===== config.mk =====
export PLATFORM = sky130hd
export DESIGN_NAME = usb_rx_bit_decoder
export DESIGN_NICKNAME = d
export VERILOG_FILES = /design/src/rtl/usb_rx_bit_decoder.sv
export SDC_FILE = /design/constraint.sdc
export NUM_CORES = 1
export LEC_CHECK = 0
export CAP_MARGIN = 20
export CORE_MARGIN = 3
export CORE_UTILIZATION = 49
export CTS_BUF_LIST = sky130_fd_sc_hd__clkbuf_8 sky130_fd_sc_hd__clkbuf_16
export DETAILED_ROUTE_END_ITERATION = 6
export GPL_TIMING_DRIVEN = 0
export PLACE_DENSITY = 0.79
export SLEW_MARGIN = 20
export SYNTH_ARGS = -nofsm -noshare
export SYNTH_HDL_FRONTEND = slang
export SYNTH_SLANG_ARGS = --single-unit

===== constraint.sdc =====
create_clock -name clk -period 1.6 [get_ports clk]
set_input_delay 0.16 -clock clk [delete_from_list [all_inputs] [get_ports clk]]
set_output_delay 0.16 -clock clk [all_outputs]
set_load 0.1 [all_outputs]

===== src/rtl/usb_rx_bit_decoder.sv =====
// USB full-speed receive bit recovery: DPLL-style phase, NRZI, unstuff, EOP.
// Optional USB_RX_ERR_COUNT_EN adds a saturating err_count output.
module usb_rx_bit_decoder #(
  parameter int CLKS_PER_BIT = 8,
  parameter int SAMPLE_POINT = 3
) (
  input  logic       clk,
  input  logic       rst,
  input  logic       d_plus_sync,
  input  logic       d_minus_sync,
  input  logic       enable,
  output logic       bit_valid,
  output logic       bit_data,
  output logic       eop,
  output logic       rx_err
`ifdef USB_RX_ERR_COUNT_EN
  ,
  output logic [7:0] err_count
`endif
);

  localparam int PW = (CLKS_PER_BIT > 1) ? $clog2(CLKS_PER_BIT) : 1;
  localparam logic [PW-1:0] PH_LAST = PW'(CLKS_PER_BIT - 1);
  localparam logic [PW-1:0] PH_SAMP = PW'(SAMPLE_POINT);
  localparam logic [PW-1:0] PH_ONE  = PW'(1);

  typedef enum logic [2:0] {
    S_IDLE,
    S_RECEIVE,
    S_SE0_1,
    S_SE0_2,
    S_WAIT_IDLE
  } state_t;

  state_t        state_q, state_d;
  logic [PW-1:0] phase_q, phase_d;
  logic          prev_dp_q, prev_dp_d;
  logic          last_sample_q, last_sample_d;
  logic [2:0]    ones_cnt_q, ones_cnt_d;
  logic          j_seen_q, j_seen_d;
  logic          bit_valid_q, bit_valid_d;
  logic          bit_data_q, bit_data_d;
  logic          eop_q, eop_d;
  logic          rx_err_q, rx_err_d;

  logic line_edge;
  logic sample;
  logic is_se0;
  logic is_j;
  logic decoded;

  // Line classification and sample strobe
  always_comb begin
    line_edge = d_plus_sync != prev_dp_q;
    sample    = (phase_q == PH_SAMP) && !line_edge;
    is_se0    = !d_plus_sync && !d_minus_sync;
    is_j      = d_plus_sync && !d_minus_sync;
    decoded   = d_plus_sync == last_sample_q;
  end

  // Next state: phase tracking, NRZI/unstuff, EOP sequencing
  always_comb begin
    state_d       = state_q;
    prev_dp_d     = d_plus_sync;
    last_sample_d = last_sample_q;
    ones_cnt_d    = ones_cnt_q;
    j_seen_d      = j_seen_q;
    bit_valid_d   = 1'b0;
    bit_data_d    = bit_data_q;
    eop_d         = 1'b0;
    rx_err_d      = 1'b0;

    if (line_edge)
      phase_d = PH_ONE;
    else if (phase_q == PH_LAST)
      phase_d = '0;
    else
      phase_d = phase_q + PH_ONE;

    if (!enable) begin
      state_d       = S_IDLE;
      phase_d       = '0;
      ones_cnt_d    = '0;
      j_seen_d      = 1'b0;
      last_sample_d = 1'b1;
    end else begin
      if (sample && !is_se0)
        last_sample_d = d_plus_sync;

      unique case (state_q)
        S_IDLE: begin
          if (line_edge && !d_plus_sync) begin
            state_d       = S_RECEIVE;
            last_sample_d = 1'b1;
            ones_cnt_d    = '0;
          end
        end
        S_RECEIVE: begin
          if (sample) begin
            if (is_se0) begin
              state_d = S_SE0_1;
            end else if (ones_cnt_q == 3'd6) begin
              if (!decoded) begin
                ones_cnt_d = '0;
              end else begin
                rx_err_d = 1'b1;
                state_d  = S_WAIT_IDLE;
                j_seen_d = 1'b0;
              end
            end else begin
              bit_valid_d = 1'b1;
              bit_data_d  = decoded;
              ones_cnt_d  = decoded ? ones_cnt_q + 3'd1 : 3'd0;
            end
          end
        end
        S_SE0_1: begin
          if (sample) begin
            if (is_se0) begin
              state_d = S_SE0_2;
            end else begin
              rx_err_d = 1'b1;
              state_d  = S_WAIT_IDLE;
              j_seen_d = 1'b0;
            end
          end
        end
        S_SE0_2: begin
          if (sample) begin
            if (is_j) begin
              eop_d   = 1'b1;
              state_d = S_IDLE;
            end else begin
              rx_err_d = 1'b1;
              state_d  = S_WAIT_IDLE;
              j_seen_d = 1'b0;
            end
          end
        end
        S_WAIT_IDLE: begin
          if (sample) begin
            if (is_j && j_seen_q) begin
              state_d  = S_IDLE;
              j_seen_d = 1'b0;
            end else begin
              j_seen_d = is_j;
            end
          end
        end
        default: state_d = S_IDLE;
      endcase
    end
  end

  // State and output registers
  always_ff @(posedge clk or posedge rst) begin
    if (rst) begin
      state_q       <= S_IDLE;
      phase_q       <= '0;
      prev_dp_q     <= 1'b1;
      last_sample_q <= 1'b1;
      ones_cnt_q    <= '0;
      j_seen_q      <= 1'b0;
      bit_valid_q   <= 1'b0;
      bit_data_q    <= 1'b0;
      eop_q         <= 1'b0;
      rx_err_q      <= 1'b0;
    end else begin
      state_q       <= state_d;
      phase_q       <= phase_d;
      prev_dp_q     <= prev_dp_d;
      last_sample_q <= last_sample_d;
      ones_cnt_q    <= ones_cnt_d;
      j_seen_q      <= j_seen_d;
      bit_valid_q   <= bit_valid_d;
      bit_data_q    <= bit_data_d;
      eop_q         <= eop_d;
      rx_err_q      <= rx_err_d;
    end
  end

  assign bit_valid = bit_valid_q;
  assign bit_data  = bit_data_q;
  assign eop       = eop_q;
  assign rx_err    = rx_err_q;

`ifdef USB_RX_ERR_COUNT_EN
  logic [7:0] err_count_q, err_count_d;

  // Saturating count of rx_err pulses
  always_comb begin
    err_count_d = err_count_q;
    if (rx_err_q && (err_count_q != 8'hFF))
      err_count_d = err_count_q + 8'd1;
  end

  // Error counter register
  always_ff @(posedge clk or posedge rst) begin
    if (rst)
      err_count_q <= '0;
    else
      err_count_q <= err_count_d;
  end

  assign err_count = err_count_q;
`endif

endmodule

==> results of run 1 <==
## critical path: cells and delay by family, from the launching register on
family / cells / cell delay (ps)
AO/OA/AOI/OAI: 1 / 460
adder cells (fa/ha/maj): 1 / 160
flip-flops: 1 / 540
multiplexers: 1 / 200
AND/OR/NAND/NOR: 2 / 240
## path summary, 6_finish.rpt
check / slack [ps] / end / start
max: -90 / ones_cnt_q[0] / prev_dp_q
min: 170 / prev_dp_q / d_plus_sync
max reg2reg: -90 / ones_cnt_q[0] / prev_dp_q
min reg2reg: 510 / bit_data / bit_data
max in group asynchronous: 940 / phase_q[1] / rst
min in group asynchronous: 270 / bit_valid / rst
## flip-flops by register name, summed over array words and instances (netlist names)
name / count
bit_data: 1
state_q: 3
last_sample_q: 1
eop: 1
bit_valid: 1
phase_q: 3
j_seen_q: 1
ones_cnt_q: 3
prev_dp_q: 1
rx_err: 1
## cell families after synthesis
family | Yosys count
XOR/XNOR | 1
flip-flops | 16
AO/OA/AOI/OAI | 20
adder cells (fa/ha/maj) | 6
AND/OR/NAND/NOR | 35
buffers and inverters | 12
multiplexers | 4
## layout by cell type (no fill, tap or decap), drive strengths merged
cell type / netlist / final
o2bb2ai: 1 / 1
o21a: 1 / 1
and2: 1 / 1
buf: 5 / 13
o21ai: 4 / 4
clkbuf: 0 / 6
a31oi: 1 / 1
mux2i: 2 / 2
o32ai: 1 / 1
and3: 1 / 1
inv: 7 / 7
xnor2: 1 / 1
ha: 6 / 6
nand3: 3 / 3
nor3: 4 / 4
a21oi: 4 / 4
or3: 1 / 1
nor2b: 3 / 3
nand2b: 2 / 2
mux2: 2 / 2
nand2: 11 / 11
dfrtp: 14 / 14
o311ai: 1 / 1
dlygate4sd2: 0 / 1
nor4: 2 / 2
nand4: 1 / 1
o311a: 1 / 1
a22oi: 1 / 1
o211ai: 2 / 2
nor2: 6 / 6
dfstp: 2 / 2
o41ai: 1 / 1
clkdlybuf4s50: 0 / 3
clkdlybuf4s15: 0 / 2
a21o: 2 / 2
## power by group through the flow
stage | Sequential (uW) | Combinational (uW) | Clock, uW
after CTS | 427 | 136 | 363
after detailed placement | 434 | 128 | 0
after global placement | 434 | 124 | 0
after floorplan | 444 | 81.1 | 0
final | 430 | 160 | 355
after global routing | 431 | 174 | 393
## per-stage QoR
stage / utilization (%) / instance area, um^2 / hold slack [ps]
after floorplan: - / 976 / 72.3
after global placement: 61.6 / 1090 / 491
after detailed placement: 61.6 / 1090 / 497
after CTS: 68.2 / 1200 / 166
after global routing: 72.6 / 1280 / 168
final: 72.6 / 1280 / 166
## cells in the mapped netlist, drive strengths merged, types with 3 or more instances
| library cell | instances | area (um^2) |
|---|---|---|
| nor3 | 4 | 25.0 |
| nor2b | 3 | 28.8 |
| ha | 6 | 75.1 |
| o21ai | 4 | 23.8 |
| dfrtp | 14 | 350 |
| nand3 | 3 | 15.0 |
| nand2 | 11 | 41.3 |
| buf | 5 | 36.3 |
| a21oi | 4 | 20.0 |
| nor2 | 6 | 22.5 |
| inv | 7 | 26.3 |
## per-layer routing
metal	up-vias	GRT usage, %	share of wire [%]
met4	0	10.1	1.8
met2	27	29.5	52
li1	371	-	-
met3	5	4.23	4.7
met1	384	22.2	41
met5	-	0	0
## area by class of cell
type / count / area share, %
inverter: 7 / 2.05
buffer: 4 / 3.03
multi-input combinational: 66 / 46.0
sequential: 16 / 31.5
tap: 25 / 2.44
clock buffer: 4 / 4.30
timing repair buffer: 17 / 10.7
## what timing repair did
action / in CTS / in global routing
pin swaps: 5 / 8
endpoints found under the setup margin: 12 / 9
gates resized for setup: 16 / 14
setup buffers: 3 / 6
==> results.py, run 1 <==
metrics = {
    "synthesis": {
        "ys_ff_latch": 16,
        "ys_warn_count": 0,
        "synth_compound_area_share_pct": 16.8,
        "synth_ff_type": "dfrtp_1",
        "yosysUniqueCellTypes": 40,
        "netlist_instances": 94,
        "yosysSeqAreaShare_pct": 42.6,
        "synth-edff-count": 0,
        "synthXorXnorAreaFrac_pct": 1.72,
        "async_reset_ff_share_pct": 100,
        "synth_top_family_by_area": "simple AND/OR/NAND/NOR gates",
        "avgSynthCellArea_um2": 10.0,
        "synth_mux_area_share_pct": 4.90,
        "synthAdderAreaFrac_pct": 7.95,
        "syn-num-nets": 105,
        "synth-simple-area-share_pct": 19.3,
        "netlist_area_um2": 945,
    },
    "status": {
        "violations": "setup timing",
        "status": "finished, violations left",
    },
    "routing": {
        "wl_per_cell_um": 15.4,
        "drc": 0,
        "first_pass_iters": 4,
        "drt_iter0_markers": 22,
        "num_vias": 787,
        "routed_wl_um": 2140,
        "ant_nets": 0,
        "routed_via_density": 5.66,
    },
    "global_route": {
        "grt_usage_pct": 18.3,
        "grt_max_degree": 17,
        "grt_antenna_before_repair": 0,
        "grt_pass1_wl_um": 3390,
        "grt_pass1_vias": 727,
        "gr-total-overflow": 0,
    },
    "timing": {
        "finalSetupTns_ps": -263,
        "setup_ws_ps": -92.5,
        "min_period_over_period_pct": 106,
        "rsz0062_at_grt": "yes",
        "tightest_slew_ps": 946,
        "fin_skew_ps": 5.25,
        "setup_viol": 4,
        "hold_viol": 0,
        "min_period_ps": 1690,
        "drv_slew": 0,
        "relSlewSlack_pct": 37.2,
        "fmax_mhz": 591,
    },
    "cells_and_area": {
        "seqCellArea_um2": 403,
        "stdcell_count": 139,
        "final_nets": 126,
        "multi_input_area_um2": 589,
        "drive_gt1_share_pct": 38.6,
        "fillers": 143,
        "area_growth_pct": 35.5,
        "n_antenna_cell": 0,
    },
    "place": {
        "port_buffers": 8,
        "post-place-cells": 127,
        "gp_congestion": 0.898,
        "pre_cts_ws_ps": -624,
        "dpl.hpwl_um": 1360,
    },
    "power_and_ir_drop": {
        "p_int_uw": 707,
        "p_per_area_nw_per_um2": 739,
        "combPwrFrac_pct": 17.0,
        "p_leak_uw": 0.000583,
        "power.switching_uw": 239,
        "swShare_pct": 25.2,
        "p_seq_share_pct": 45.5,
        "power_uw": 945,
        "irDropWorstVdd_v": 0.000532,
        "p_clk_share_pct": 37.6,
    },
    "clocking": {
        "path_clk_slew_ps": 60,
        "cts_buffers": 3,
        "htreeDepth": 1,
        "cts_root_buf": "clkbuf_8",
        "cts_buffer_depth": 2,
        "cts.sinks": 16,
        "cts_tree": "yes",
        "clock_latency_ps": 250,
        "cts-hold-fix-buffers": 0,
    },
    "min_path": {
        "min_path_cells": 1,
        "hold_path.class": "in2reg",
    },
    "run": {
        "drv_cap": 0,
    },
    "worst_setup_path": {
        "endpoint_kind": "flop",
        "crit_path_max_fanout": 4,
        "cp_slowest_cell": "dfstp_2",
        "path_cells": "ha_4 -> nand2_4 -> o41ai_4 -> nand2b_1 -> mux2i_1",
        "cp.required_ps": 1770,
        "startpoint_type": "flop",
        "worstRegToRegCells": 5,
        "cp.arrival_ps": 1860,
        "cpPeakStageDelay_ps": 540,
        "crit_type": "reg2reg",
    },
    "floorplan": {
        "dieArea_um2": 2490,
        "core-area_um2": 1760,
        "row_count": 15,
        "die_w_um": 49.9,
        "ios": 9,
        "start_util_pct": 53.5,
        "dieHeight_um": 49.9,
    },
}
Note: power is estimated with default switching activity, not from simulation.
==> run 2: changes to the inputs <==
--- a/config.mk
+++ b/config.mk
@@ -10,6 +10,7 @@
 export CORE_UTILIZATION = 49
 export CTS_BUF_LIST = sky130_fd_sc_hd__clkbuf_8 sky130_fd_sc_hd__clkbuf_16
 export DETAILED_ROUTE_END_ITERATION = 6
+export GPL_ROUTABILITY_DRIVEN = 0
 export GPL_TIMING_DRIVEN = 0
 export PLACE_DENSITY = 0.79
 export SLEW_MARGIN = 20
==> constraint.sdc (replaced) <==
create_clock -name clk -period 1.55 [get_ports clk]
set_input_delay 0.155 -clock clk [delete_from_list [all_inputs] [get_ports clk]]
set_output_delay 0.155 -clock clk [all_outputs]
set_load 0.1 [all_outputs]
==> run 2 against run 1 <==
Compared with the run above:
- the run still ends with setup timing left
- combinational power grew 14%
- core utilization grew 5.2 points
- routed wire length grew 2.1%
- critical path type is now in2reg
- critical endpoint is now ones_cnt_q[1]
- largest cell class unchanged
- largest power group unchanged
==> results.py, run 2 (synthesized netlist as in run 1, its figures left out) <==
metrics = {
    "cells_and_area": {
        "final_common_cell": "buf_4",
        "final_area_um2": 1370,
        "most-common-layout-cells": "buf_4 (15), dfrtp_1 (14), nand2_1 (8)",
        "n_antenna_cell": 0,
        "area_growth_pct": 45.2,
        "final_nets": 134,
        "drive_gt1_share_pct": 45.1,
        "top_regs": "ones_cnt_q x3, phase_q x3, state_q x3",
        "stdcell_count": 147,
        "final_util_pct": 77.7,
    },
    "floorplan": {
        "dieHeight_um": 49.9,
        "row_count": 15,
        "die_w_um": 49.9,
        "ios": 9,
        "start_util_pct": 53.5,
        "core-area_um2": 1760,
        "dieArea_um2": 2490,
    },
    "power_and_ir_drop": {
        "irDropWorstVdd_v": 0.000637,
        "p_per_area_nw_per_um2": 727,
        "p_leak_uw": 0.000638,
    },
    "routing": {
        "wl_per_cell_um": 14.8,
        "drt_iter0_markers": 7,
        "routed_wl_um": 2180,
        "routed_via_density": 5.44,
        "ant_nets": 0,
        "first_pass_iters": 4,
        "num_vias": 799,
        "drc": 0,
    },
    "timing": {
        "fin_skew_ps": 1.07,
        "setup_viol": 5,
        "min_period_over_period_pct": 105,
        "relSlewSlack_pct": 60.5,
        "rsz0062_at_grt": "yes",
        "hold_viol": 0,
        "setup_ws_ps": -80.3,
        "fmax_mhz": 613,
        "drv_slew": 0,
        "min_period_ps": 1630,
        "tightest_slew_ps": 592,
    },
    "clocking": {
        "cts_buffer_depth": 2,
        "cts.sinks": 16,
        "path_clk_slew_ps": 60,
        "cts_buffers": 3,
        "cts-hold-fix-buffers": 0,
        "clock_latency_ps": 250,
        "cts_root_buf": "clkbuf_8",
        "cts_tree": "yes",
        "htreeDepth": 1,
    },
    "worst_setup_path": {
        "cp.arrival_ps": 1770,
        "endpoint_kind": "flop",
        "startpoint_type": "input port",
        "r2r_start": "state_q[1]",
        "rr_endpoint": "ones_cnt_q[1]",
        "regToRegSetupSlack_ps": -80,
        "cp.required_ps": 1690,
        "crit_type": "in2reg",
        "crit_path_max_fanout": 7,
        "worstRegToRegCells": 5,
    },
    "min_path": {
        "min_path_cells": 1,
        "worstHoldStart": "d_plus_sync",
        "hold_path.class": "in2reg",
        "min_to": "prev_dp_q",
    },
    "status": {
        "violations": "setup timing",
        "status": "finished, violations left",
    },
    "place": {
        "dpl_cell_area_um2": 1120,
        "dpl.hpwl_um": 1300,
        "post-place-cells": 127,
        "port_buffers": 8,
    },
    "global_route": {
        "grt_usage_pct": 18.6,
        "grt_antenna_before_repair": 0,
        "gr-total-overflow": 0,
        "grt_pass1_wl_um": 3530,
        "grt_pass1_vias": 753,
        "grt_max_degree": 17,
    },
    "run": {
        "drv_cap": 0,
    },
}
[run 2: cell type report]
type                    count  area (um^2)
fillers                   118          393
well taps                  25         31.3
repair buffers             25          200
plain buffers               4         38.8
inverters                   7         26.3
clock buffers               4         55.1
flip-flops and latches     16          403
multi-input cells          66          617
[run 2: worst max-delay path by stage]
stage | end | slack (ps) | start | depth (start not counted)
2_1_floorplan | state_q[0] | -30 | prev_dp_q | 7
3_3_place_gp | state_q[0] | -580 | d_plus_sync | 10
3_5_place_dp | state_q[0] | -650 | d_plus_sync | 10
4_1_cts | ones_cnt_q[1] | -70 | prev_dp_q | 4
5_1_grt | ones_cnt_q[2] | -180 | state_q[1] | 6
6_report | ones_cnt_q[1] | -80 | d_minus_sync | 4
[run 2: critical path: stages]
cell and delay, ps:
clkdlybuf4s50_1 720, o21ai_4 110, o41ai_4 440, mux2_4 340
[run 2: per-layer routing]
| layer | global-route usage [%] | vias to the layer above | wire length, um | share of wire, % |
|---|---|---|---|---|
| li1 | - | 390 | - | - |
| met1 | 23.3 | 378 | 922 | 42 |
| met2 | 30.6 | 27 | 1110 | 51 |
| met3 | 3.02 | 4 | 108 | 4.9 |
| met4 | 9.68 | 0 | 42 | 1.9 |
| met5 | 0 | - | 0 | 0 |
[run 2: report_power, final]
part	total [uW]	internal (uW)	switching [uW]
registers	444	433	10.8
clock network	370	225	145
logic	183	82.9	100
total	997	741	256
[run 2: what timing repair did]
action                     CTS  global route
setup buffers                5            12
pin swaps                    7             8
setup endpoints to repair   13            12
gates cloned                 0             0
resized for setup           14            18
[run 2: through the flow]
stage	hold slack [ps]	total power (uW)	setup TNS, ps	worst slack (ps)
2_1_floorplan	67.3	549	-54.7	-29.8
3_3_place_gp	491	583	-4220	-578
3_5_place_dp	503	587	-4960	-646
4_1_cts	166	970	-166	-72.3
5_1_grt	171	1040	-853	-175
6_report	167	997	-292	-80.3
==> run 3: changes to the inputs <==
--- a/config.mk
+++ b/config.mk
@@ -5,7 +5,7 @@
 export SDC_FILE = /design/constraint.sdc
 export NUM_CORES = 1
 export LEC_CHECK = 0
-export CAP_MARGIN = 20
+export CAP_MARGIN = 10
 export CORE_MARGIN = 3
 export CORE_UTILIZATION = 49
 export CTS_BUF_LIST = sky130_fd_sc_hd__clkbuf_8 sky130_fd_sc_hd__clkbuf_16
==> constraint.sdc (replaced) <==
create_clock -name clk -period 1.55 [get_ports clk]
set_input_delay 0.2325 -clock clk [delete_from_list [all_inputs] [get_ports clk]]
set_output_delay 0.2325 -clock clk [all_outputs]
set_load 0.1 [all_outputs]
==> run 3 against run 2 <==
Compared with the run above:
- first-iteration DRC count rose to 6.9 times the previous value
- the flow still finishes with violations (setup timing)
- non-clock buffer count fell by 2
- fmax barely moved
- largest power group unchanged
- final area fell by 0.27%
- largest cell class unchanged
- clock power rose by 3%
==> results.py, run 3 (synthesized netlist as in run 1, its figures left out) <==
metrics = {
    "status": {
        "status": "finished, violations left",
        "violations": "setup timing",
    },
    "cells_and_area": {
        "final_nets": 132,
        "seqCellArea_um2": 403,
        "drive_gt1_share_pct": 43.3,
        "stdcell_count": 145,
        "final_util_pct": 77.5,
        "most-common-layout-cells": "dfrtp_1 (14), buf_4 (14), nand2_1 (8)",
        "multi_input_area_um2": 612,
        "area_growth_pct": 44.8,
        "fillers": 139,
        "top_regs": "ones_cnt_q x3, phase_q x3, state_q x3",
        "n_antenna_cell": 0,
    },
    "timing": {
        "setup_viol": 4,
        "min_period_ps": 1630,
        "fin_skew_ps": 12.0,
        "tightest_slew_ps": 609,
        "hold_viol": 0,
        "fin_hold_ws_ps": 233,
        "fmax_mhz": 613,
        "relSlewSlack_pct": 59.4,
        "drv_slew": 0,
        "setup_ws_ps": -80.1,
        "min_period_over_period_pct": 105,
        "rsz0062_at_grt": "yes",
    },
    "routing": {
        "wl_per_cell_um": 15.5,
        "drt_iter0_markers": 48,
        "routed_via_density": 5.69,
        "ant_nets": 0,
        "drc": 0,
        "routed_wl_um": 2250,
        "num_vias": 825,
        "first_pass_iters": 4,
    },
    "worst_setup_path": {
        "startpoint_type": "flop",
        "crit_type": "reg2reg",
        "endpoint_kind": "flop",
        "crit_path_max_fanout": 4,
        "cp.arrival_ps": 1750,
        "cp-startpoint": "phase_q[0]",
        "cp.required_ps": 1670,
        "r2r_start": "phase_q[0]",
    },
    "clocking": {
        "cts_root_buf": "clkbuf_8",
        "cts.sinks": 16,
        "cts-hold-fix-buffers": 0,
        "cts_buffers": 3,
        "clock_latency_ps": 250,
        "cts_buffer_depth": 2,
        "htreeDepth": 1,
        "path_clk_slew_ps": 80,
        "cts_tree": "yes",
    },
    "power_and_ir_drop": {
        "p_per_area_nw_per_um2": 735,
        "p_int_uw": 738,
        "irDropWorstVdd_v": 0.000554,
        "p_leak_uw": 0.000633,
        "p_seq_share_pct": 44.2,
        "power_uw": 1000,
        "swShare_pct": 26.6,
        "power.switching_uw": 267,
        "combPwrFrac_pct": 17.8,
        "p_clk_share_pct": 38.1,
    },
    "place": {
        "post-place-cells": 127,
        "dpl.hpwl_um": 1280,
        "port_buffers": 8,
    },
    "floorplan": {
        "die_w_um": 49.9,
        "ios": 9,
        "start_util_pct": 53.5,
        "dieHeight_um": 49.9,
        "core-area_um2": 1760,
        "dieArea_um2": 2490,
        "row_count": 15,
    },
    "global_route": {
        "grt_pass1_wl_um": 3550,
        "grt_max_degree": 17,
        "gr-total-overflow": 0,
        "grt_antenna_before_repair": 0,
        "grt_usage_pct": 18.5,
        "grt_pass1_vias": 812,
    },
    "min_path": {
        "hold_path.class": "in2reg",
        "worstHoldStart": "d_plus_sync",
    },
    "run": {
        "drv_cap": 0,
    },
}
-- run 3: changes by cell type in the layout (fill, tap and decap cells not counted), sizes merged --
cell,before,now
dlymetal6s2s,0,1
clkdlybuf4s15,1,4
clkbuf,7,4
dlygate4sd2,1,2
clkdlybuf4s50,3,1
buf,21,19
-- run 3: final timing paths --
check / endpoint / slack (ps) / cells past startpoint
worst min register to register: bit_data / 520 / 1
worst max-delay path: state_q[0] / -80 / 7
max in group asynchronous: phase_q[1] / 790 / 2
min in group asynchronous: eop / 360 / 2
worst max register to register: state_q[0] / -80 / 7
worst min-delay path: prev_dp_q / 230 / 1
-- run 3: power groups by stage --
stage / Sequential, uW / Combinational (uW) / Clock, uW
global route: 446 / 195 / 402
global placement: 448 / 136 / 0
floorplan: 459 / 90.3 / 0
finish: 444 / 178 / 382
CTS: 443 / 160 / 375
detailed placement: 449 / 138 / 0
-- run 3: what timing repair did --
| item | CTS | global route |
|---|---|---|
| resized for setup | 23 | 7 |
| pin swaps | 6 | 5 |
| endpoints found under the hold margin | 0 | 0 |
| setup endpoints to repair | 14 | 8 |
| setup buffers | 11 | 4 |
-- run 3: layout make-up --
class,instances,share of cell area (%)
buffer,4,2.84
clock buffer,4,4.03
sequential,16,29.5
timing repair buffer,23,14.7
multi-input combinational,66,44.7
inverter,7,1.92
tap,25,2.29
-- run 3: per-layer routing --
metal / wire (um) / track usage [%]
met1: 870 / 22.5
met2: 1180 / 32.6
met3: 157 / 3.02
met4: 46 / 6.45
met5: 0 / 0
-- run 3: per-stage QoR --
step	setup WS, ps	setup TNS, ps	instance area, um^2
floorplan	-30.0	-54.9	1010
global placement	-631	-5180	1120
detailed placement	-670	-5740	1120
CTS	-47.1	-92.1	1300
global route	-152	-741	1370
finish	-80.1	-203	1370
-- run 3: worst max-delay path: stages, from the launching register on --
cell and delay (ps):
dfrtp_1 400, ha_4 160, ha_4 140, and2_4 160, nand2_4 70, o311ai_4 300, o311a_1 210, o32ai_1 70
